$ cat src/rtl/mult_datapath.sv
// Datapath for the 8-bit signed add-shift multiplier: A, B and X registers.
// Ports: Clk, Reset, S, Clr_Ld, ClearA, Add, Sub, Shift -> Aval, Bval, X, Bin.
module mult_datapath #(
  parameter int WIDTH = 8
) (
  input  logic             Clk,
  input  logic             Reset,
  input  logic [WIDTH-1:0] S,
  input  logic             Clr_Ld,
  input  logic             ClearA,
  input  logic             Add,
  input  logic             Sub,
  input  logic             Shift,
  output logic [WIDTH-1:0] Aval,
  output logic [WIDTH-1:0] Bval,
  output logic             X,
  output logic [WIDTH-1:0] Bin
);

  logic [WIDTH-1:0] a_q;
  logic [WIDTH-1:0] b_q;
  logic             x_q;

  logic [WIDTH:0] a_ext;
  logic [WIDTH:0] s_ext;
  logic [WIDTH:0] sum;

  // Sign-extend to 9 bits so the top bit of the result is the true sign.
  assign a_ext = {a_q[WIDTH-1], a_q};
  assign s_ext = {S[WIDTH-1], S};

  // Sub has priority over Add when both are asserted.
  assign sum = Sub ? (a_ext - s_ext) : (a_ext + s_ext);

  always_ff @(posedge Clk) begin
    if (Reset) begin
      a_q <= '0;
      b_q <= '0;
      x_q <= 1'b0;
    end else if (Clr_Ld || ClearA) begin
      if (ClearA) a_q <= '0;
      if (Clr_Ld) b_q <= S;
      x_q <= 1'b0;
    end else if (Add || Sub) begin
      {x_q, a_q} <= sum;
    end else if (Shift) begin
      a_q <= {x_q, a_q[WIDTH-1:1]};
      b_q <= {a_q[0], b_q[WIDTH-1:1]};
    end
  end

  assign Aval = a_q;
  assign Bval = b_q;
  assign X    = x_q;
  assign Bin  = b_q;

endmodule

$ cat config.mk
export PLATFORM = sky130hd
export DESIGN_NAME = mult_datapath
export DESIGN_NICKNAME = d
export VERILOG_FILES = /design/src/rtl/mult_datapath.sv
export SDC_FILE = /design/constraint.sdc
export NUM_CORES = 1
export LEC_CHECK = 0
export ABC_AREA = 1
export BUFFER_PORTS_ARGS = -buffer_cell sky130_fd_sc_hd__buf_2
export CAP_MARGIN = 20
export CORE_ASPECT_RATIO = 1.5
export CORE_MARGIN = 4
export CORE_UTILIZATION = 25
export CTS_CLUSTER_SIZE = 8
export DETAILED_ROUTE_END_ITERATION = 16
export GPL_TIMING_DRIVEN = 0
export SETUP_SLACK_MARGIN = 0.3
export SYNTH_ARGS = -nofsm -noshare
export SYNTH_HDL_FRONTEND = slang
export SYNTH_SLANG_ARGS = --single-unit
$ cat constraint.sdc
create_clock -name Clk -period 2.4 [get_ports Clk]
set_input_delay 0.48 -clock Clk [delete_from_list [all_inputs] [get_ports Clk]]
set_output_delay 0.48 -clock Clk [all_outputs]
set_load 0.005 [all_outputs]
# Word level (Yosys, flattened, before mapping)
# Index checks and enable logic that the tools add are counted.
totals:
  word_cells: 24
  inputBits: 15
  output_inout_bits: 25
  register_bits: 17
op_classes:
  reduce_logical: 7
  muxes: 9
  n_addsub: 2
  n_eq_ne: 3
op_table:
  columns: ["operator", "n"]
  rows:
  - ["two-way mux 8 bit", 8]
  - ["adder 8 x 8 -> 9 bit", 1]
  - ["two-way mux 9 bit", 1]
  - ["subtractor 8 x 8 -> 9 bit", 1]
  - ["!= test 2 bit, second input constant", 3]
  - ["AND reduction 3 bit", 1]
  - ["nonzero test 3 bit", 1]
  - ["logical OR 1 bit", 2]
  - ["AND reduction 2 bit", 1]
  - ["nonzero test 2 bit", 1]
  - ["OR reduction 2 bit", 1]

# Longest topological paths before layout
# Gate-level depths: netlist of run 1.
logic_depth:
  word_depth: 4
  mapped_depth: 18
  mapped_depth_nobuf: 18

# Worst setup path after synthesis of run 1
# No wires, ideal clock.
synth_path:
  kind: "input to register"
  startpoint: "input port S[0]"
  endpoint: "register a_q[7], in the netlist Aval[7]"
  t_required_ns: 2.330
  arrival_ns: 2.193
  stages: 18
  slack_ns: 0.137
  setup_time_ns: 0.070
  path_buffers: 0
  cell_sequence: "inv_1 ha_1 nand2_1 nor2_1 nor2_1 a21oi_1 xnor2_1 inv_1 ha_1 nand2_1 inv_1 a21oi_1 nand2_1 nand2_1 nand3_1 nand2_1 nand2_1 a21oi_1"
synth_between:
  elab_chain_cells: 4
  word_cells_on_any_way: 5
  classes_between: "add/sub (2); mux (3)"
synth_lines:
  columns: ["item", "line_no", "source"]
  rows:
  - ["start: declaration", "8", "input logic [WIDTH-1:0] S,"]
  - ["adder 8 x 8 -> 9 bit / subtractor 8 x 8 -> 9 bit (equally long branches)", "33", "assign sum = Sub ? (a_ext - s_ext) : (a_ext + s_ext);"]
  - ["two-way mux 9 bit (*)", "33", null]
  - ["two-way mux 8 bit (*)", "44", "end else if (Add || Sub) begin"]
  - ["two-way mux 8 bit (*)", "40", "end else if (Clr_Ld || ClearA) begin"]
  - ["end signal: assignment", "45", "{x_q, a_q} <= sum;"]
  - ["end signal: assignment", "47", "a_q <= {x_q, a_q[WIDTH-1:1]};"]
  - ["end: declaration", "20", "logic [WIDTH-1:0] a_q;"]
# Every way passes the cells marked *; elsewhere a longest branch is shown, timed or not.
# A chain may end at the register's enable or synchronous reset.

# Worst setup path in the final report of run 1
layout_path:
  startpoint: "input port S[0]"
  endpoint: "register x_q, in the netlist X"
layout_between:
  elab_chain_cells: 2
  word_cells_on_any_way: 3
  classes_between: "add/sub (2); mux (1)"
layout_lines:
  columns: ["item", "line_no", "source"]
  rows:
  - ["adder 8 x 8 -> 9 bit / subtractor 8 x 8 -> 9 bit (equally long branches)", "33", null]
  - ["two-way mux 9 bit (*)", "33", null]
  - ["end signal: assignment", "45", null]
  - ["end: declaration", "22", "logic x_q;"]
# Marked as above.

==> qor.txt, run 1 <==
worst slew pin tran -> 0.495 ns
largest net degree at the start of global routing -> 11
CTS Sinks -> 17
Clock Path Buffers -> 2
die area -> 7110 sq um
critical path peak fanout -> 5
Rows -> 33
final WL -> 4.08 mm
DRT antenna net count -> 0
vias in the first global route -> 1463
top_reg_cell synth -> dfxtp_1
Slew Viols, Final -> 0
Max IR drop VDD -> 171 uV
GRT overflow -> 0
Final Cycle Share -> 87.6%
critical path class -> primary input to register
GRT met1 Usage -> 12.0%
Core Area -> 5530 sq um
Die Height -> 101 um
CTS tree -> done
Hold WS -> 0.484 ns
Tot Pwr -> 881 uW
crit-path cells -> buf_8 -> inv_4 -> ha_4 -> nand2_4 -> nor2_4 -> nor2_4 -> a21oi_2 -> xnor2_1 -> inv_1 -> ha_4 -> inv_2 -> nor3_2 -> nand2_1 -> nand3_2 -> nand3_1 -> nand3_2 -> a21oi_2
combinational fraction of design power -> 38.4%
post-synth net total -> 256
syn_area_per_cell -> 6.28 sq um
CTS Buf Count -> 3
worst setup margin -> 0.299 ns
chip width -> 70.2 um
DP Worst Slack -> -0.0871 ns
root buffer cell -> clkbuf_8
initial core utilization -> 26.2%
Clock transition at path regs -> 0.08 ns
Post-synth EDFFs -> 0
routed vias -> 1589
global-route wire length before repair -> 6.69 mm
DR pass1 iterations -> 4
part of the Yosys area used for sequential elements -> 23.5%
Slew headroom -> 67.0%
mapped cell area -> 1450 sq um
DRC viols -> 0
met2 GRT Util -> 23.5%
fin nets -> 307
Initial DRC Count -> 39
RSZ-0062 raised after global routing -> yes
Yosys reg bits -> 17
max-capacitance violation count -> 0
Crit-path slowest cell -> ha_4
Async SR Flop Fraction -> 0%
drt wl/cell -> 11.6 um
FMAX -> 476 MHz
Tmin final -> 2.10 ns
met3 GRT Util -> 1.89%
Clk network pwr share -> 25.9%
Fin. Hold Viols -> 0
status -> complete, no violations
initial antenna violation count -> 0
global route hottest layer -> met2
Seq pwr share -> 35.7%
switching share of total power -> 35.6%
HPWL after DPL -> 3.29 mm
DR vias/cell -> 4.53
htree depth -> 1
Synth cell types -> 28
power density cells -> 434 nW/um^2
clk_skew -> 0.00628 ns
HP Class -> register to register
Syn Inst Count -> 231
synth warn -> 0
setup TNS -> 0 ns
Post-Layout Cell Count -> 351
crit end category -> register
area delta synth->final -> 40.0%
clock latency on the worst-skew pair -> 0.26 ns
startpoint types -> primary input
CP required -> 2.55 ns
Worst EP arrival -> 2.25 ns
Tot GR Track Use -> 11.7%
share of cells above drive strength 1 -> 35.2%
final setup fails -> 0
Lkg Pwr -> 1.01 nW
I/O pin cnt -> 40
GP Congestion -> 0.777
total placed cells including tap cells -> 339
IO buf count -> 38
switching power -> 313 uW
Pint -> 568 uW
Antenna Cells -> 0
Worst path max stage delay -> 0.31 ns
[through the flow]
stage | util (%) | area [sq um]
3_5_place_dp | 32.2 | 1780
4_1_cts | 34.2 | 1890
3_3_place_gp | 32.2 | 1780
6_report | 36.7 | 2030
5_1_grt | 36.7 | 2030
2_1_floorplan | - | 1510
[cell usage after synthesis (2+ instances only)]
| cell | count | area (sq um) |
|---|---|---|
| ha_1 | 9 | 113 |
| nor2_1 | 8 | 30.0 |
| nor3_1 | 2 | 10.0 |
| xnor2_1 | 3 | 26.3 |
| nand3_1 | 16 | 80.1 |
| nand4_1 | 2 | 12.5 |
| o211ai_1 | 5 | 37.5 |
| inv_2 | 2 | 7.51 |
| a21oi_1 | 24 | 120 |
| buf_4 | 8 | 60.1 |
| inv_1 | 32 | 120 |
| xor2_1 | 5 | 43.8 |
| nand2_1 | 73 | 274 |
| dfxtp_1 | 17 | 340 |
| o21ai_0 | 9 | 45.0 |
| a31oi_1 | 2 | 12.5 |
| buf_2 | 3 | 15.0 |
[registers in the layout (all words and copies together), names as in the netlist]
register	count
Aval	8
Bin	8
X	1
[metal layers]
| metal | wire, um | up-vias | share of wire [%] |
|---|---|---|---|
| li1 | - | 839 | - |
| met1 | 1620 | 724 | 40 |
| met2 | 2280 | 22 | 56 |
| met3 | 136 | 4 | 3.3 |
| met4 | 46 | 0 | 1.1 |
| met5 | 0 | - | 0 |
[layout by cell type (no fill, tap or decap), drive strengths merged, types with 3 or more instances in the layout]
cell / instances
nand3: 16
a21oi: 25
nand2: 73
dfxtp: 17
nor2: 10
clkbuf: 5
inv: 34
xor2: 5
o21ai: 9
ha: 9
buf: 57
xnor2: 3
o211ai: 5
[critical path: cells and delay by family]
family                     cells  cell delay [ns]
AOI/OAI and AO/OA              2             0.16
xor gates and xnor gates       1             0.13
adders and majority gates      2             0.45
buffers and inverters          4             0.30
and+or+nand+nor                8             0.73
[power by group through the flow]
stage	clock network [mW]	registers (mW)	logic [mW]
2_1_floorplan	0	0.319	0.203
3_3_place_gp	0	0.321	0.283
3_5_place_dp	0	0.321	0.286
4_1_cts	0.238	0.315	0.301
5_1_grt	0.251	0.318	0.382
6_report	0.228	0.315	0.338
[final cells by class]
type | count | area [sq um]
fill | 609 | 3500
multi-input combinational | 167 | 1070
sequential | 17 | 340
timing repair buffer | 46 | 267
inverter | 34 | 133
tap | 70 | 87.6
buffer | 13 | 85.1
clock buffer | 3 | 41.3
clock inverter | 1 | 5.00
[final timing paths]
kind / start / depth (start not counted) / end / slack (ns)
hold reg to reg: Bin[0] / 2 / Bin[0] / 0.48
hold / removal: Bin[0] / 2 / Bin[0] / 0.48
setup reg to reg: Aval[0] / 11 / X / 0.58
setup / recovery: S[0] / 17 / X / 0.30
[cells by family (layout without fill, tap and decap cells)]
| group | Yosys count | in the layout | synth area share (%) |
|---|---|---|---|
| AND/OR/NAND/NOR | 106 | 106 | 30.6 |
| flip-flops | 17 | 17 | 23.5 |
| adder cells (fa/ha/maj) | 10 | 10 | 9.15 |
| buffers and inverters | 47 | 97 | 14.5 |
| AO/OA/AOI/OAI | 43 | 43 | 17.4 |
| XOR/XNOR | 8 | 8 | 4.83 |
[repair_timing]
item                       4_1_cts  5_1_grt
gates resized for setup         12       23
hold buffers                     0        0
buffers inserted                 2        6
setup endpoints to repair        3        6
pin swaps                        6       21
(Power assumes the default switching activity.)
==> run 2, diff against run 1 <==
--- a/config.mk
+++ b/config.mk
@@ -11,9 +11,10 @@
 export CORE_ASPECT_RATIO = 1.5
 export CORE_MARGIN = 4
 export CORE_UTILIZATION = 25
-export CTS_CLUSTER_SIZE = 8
+export CTS_CLUSTER_SIZE = 14
 export DETAILED_ROUTE_END_ITERATION = 16
 export GPL_TIMING_DRIVEN = 0
+export RECOVER_POWER = 100
 export SETUP_SLACK_MARGIN = 0.3
 export SYNTH_ARGS = -nofsm -noshare
 export SYNTH_HDL_FRONTEND = slang
==> run 2 against run 1 <==
Critical path depth did not move. Fmax decreased by 0.80%. Clock skew about the same. Worst hold slack gained 0.0011 ns. Clock-buffer cell count unchanged. Flip-flop and latch count unchanged. Global-route usage did not move. Non-clock buffer count unchanged. Sequential power is essentially flat. Worst setup slack got worse by 0.017 ns. Critical endpoint unchanged. Highest routed layer unchanged.
==> qor.txt, run 2 (synthesis gave the netlist of run 1 again) <==
status -> complete, no violations (unchanged)
final WL -> 4.07 mm (was 4.08 mm)
critical path class -> primary input to register (unchanged)
CTS Buf Count -> 3 (unchanged)
CTS Sinks -> 17 (unchanged)
HPWL after DPL -> 3.29 mm (unchanged)
DRT antenna net count -> 0 (unchanged)
Worst R2R Path Depth -> 11 (unchanged)
startpoint types -> primary input (unchanged)
Antenna Cells -> 0 (unchanged)
GP Congestion -> 0.777 (unchanged)
worst slew pin tran -> 1.16 ns (was 0.495 ns)
HP Start -> Bin[0] (unchanged)
drt wl/cell -> 11.6 um (about the same)
Worst EP arrival -> 2.27 ns (was 2.25 ns)
CP required -> 2.55 ns (about the same)
HP Class -> register to register (unchanged)
initial core utilization -> 26.2% (unchanged)
filler cell count -> 613 (was 609)
Hold EP -> Bin[0] (unchanged)
cell count of the worst hold path -> 2 (unchanged)
Max IR drop VDD -> 171 uV (about the same)
area delta synth->final -> 37.2% (was 40.0%)
most frequent cells in the layout -> nand2_1 (69), buf_2 (30), inv_1 (29) (was nand2_1 (67), buf_2 (38), inv_1 (28))
max-capacitance violation count -> 0 (unchanged)
clock latency on the worst-skew pair -> 0.26 ns (about the same)
DRC viols -> 0 (unchanged)
routed vias -> 1599 (was 1589)
Crit-path slowest cell -> ha_4 (unchanged)
Die Height -> 101 um (unchanged)
chip width -> 70.2 um (unchanged)
Clock transition at path regs -> 0.08 ns (about the same)
DR vias/cell -> 4.56 (was 4.53)
reg-to-reg setup timing slack -> 0.54 ns (was 0.58 ns)
root buffer cell -> clkbuf_8 (unchanged)
Worst path max stage delay -> 0.31 ns (about the same)
Clock Path Buffers -> 2 (unchanged)
most common cell after layout, fill and taps aside -> nand2_1 (unchanged)
Fin. Hold Viols -> 0 (unchanged)
Tot GR Track Use -> 11.7% (unchanged)
die area -> 7110 sq um (unchanged)
global-route wire length before repair -> 6.69 mm (unchanged)
Worst R2R Start -> Aval[0] (unchanged)
reg2reg end -> X (unchanged)
post-route cell area -> 1990 sq um (was 2030 sq um)
Initial DRC Count -> 28 (was 39)
CTS tree -> done (unchanged)
Lkg Pwr -> 0.972 nW (was 1.01 nW)
share of cells above drive strength 1 -> 29.9% (was 35.2%)
power density cells -> 436 nW/um^2 (was 434 nW/um^2)
htree depth -> 1 (unchanged)
crit end category -> register (unchanged)
fin nets -> 307 (unchanged)
GRT overflow -> 0 (unchanged)
I/O pin cnt -> 40 (unchanged)
Placed Area -> 1780 sq um (unchanged)
total placed cells including tap cells -> 339 (unchanged)
clk_skew -> 0.00650 ns (was 0.00628 ns)
final setup fails -> 0 (unchanged)
setup TNS -> 0 ns (unchanged)
# hold bufs at CTS -> 0 (unchanged)
Rows -> 33 (unchanged)
IO buf count -> 38 (unchanged)
RSZ-0062 raised after global routing -> yes (unchanged)
Post-Layout Cell Count -> 351 (unchanged)
Slew headroom -> 21.7% (was 67.0%)
critical path peak fanout -> 5 (unchanged)
largest net degree at the start of global routing -> 11 (unchanged)
initial antenna violation count -> 0 (unchanged)
DR pass1 iterations -> 4 (unchanged)
Core Area -> 5530 sq um (unchanged)
crit-path cells -> buf_8 -> inv_4 -> ha_4 -> nand2_4 -> nor2_4 -> nor2_4 -> a21oi_2 -> xnor2_1 -> inv_1 -> ha_4 -> inv_2 -> nor3_2 -> nand2_1 -> nand3_2 -> nand3_1 -> nand3_1 -> a21oi_2 (was buf_8 -> inv_4 -> ha_4 -> nand2_4 -> nor2_4 -> nor2_4 -> a21oi_2 -> xnor2_1 -> inv_1 -> ha_4 -> inv_2 -> nor3_2 -> nand2_1 -> nand3_2 -> nand3_1 -> nand3_2 -> a21oi_2)
FMAX -> 472 MHz (was 476 MHz)
Final Cycle Share -> 88.3% (was 87.6%)
vias in the first global route -> 1463 (unchanged)
Tmin final -> 2.12 ns (was 2.10 ns)
Slew Viols, Final -> 0 (unchanged)
[run 2: worst max path at each step]
stage | from | to | slack, ns | cells after the start
after floorplan | S[0] | Aval[7] | 0.26 | 18
after global placement | S[1] | Aval[7] | -0.07 | 19
after detailed placement | S[1] | Aval[7] | -0.09 | 19
after CTS | S[0] | Aval[7] | 0.30 | 19
after global routing | Sub | Aval[5] | 0.12 | 14
final | S[0] | X | 0.28 | 17
[run 2: repair_timing]
item | in CTS | in global routing
pin swaps | 6 | 21
gates resized for setup | 12 | 23
endpoints found under the setup margin | 3 | 6
buffers inserted | 2 | 6
gates cloned | 0 | 0
[run 2: area by class of cell]
type | count | area, sq um | area share [%]
Clock buffer | 3 | 41.3 | 2.08
Multi-Input combinational cell | 167 | 1040 | 52.3
Buffer | 13 | 85.1 | 4.28
Tap cell | 70 | 87.6 | 4.40
Sequential cell | 17 | 340 | 17.1
Clock inverter | 1 | 5.00 | 0.252
Inverter | 34 | 133 | 6.67
Timing Repair Buffer | 46 | 256 | 12.9
[run 2: metrics by stage]
stage | hold WS, ns | setup WS (ns) | power, mW | utilization (%)
after CTS | 0.491 | 0.296 | 0.855 | 34.2
after global routing | 0.521 | 0.116 | 0.940 | 36.0
final | 0.486 | 0.282 | 0.868 | 36.0
after floorplan | 0.469 | 0.262 | 0.522 | -
after global placement | 0.466 | -0.0706 | 0.604 | 32.2
after detailed placement | 0.475 | -0.0871 | 0.607 | 32.2
[run 2: layer usage]
layer  up-vias  global-route usage [%]  wire (um)
met3         4                    1.89        128
met5         -                       0          0
met2        22                    23.5       2280
li1        838                       -          -
met1       735                    12.0       1620
met4         0                    3.98         46
[run 2: critical path: cells and delay by family]
family | cells | cell delay, ns
and+or+nand+nor | 8 | 0.74
adders and majority gates | 2 | 0.45
buffers and inverters | 4 | 0.30
AOI/OAI and AO/OA | 2 | 0.17
xor gates and xnor gates | 1 | 0.13
[run 2: where the power goes]
group | switching (mW) | internal (mW)
clock network | 0.111 | 0.115
logic | 0.178 | 0.149
registers | 0.0172 | 0.297
total | 0.306 | 0.562
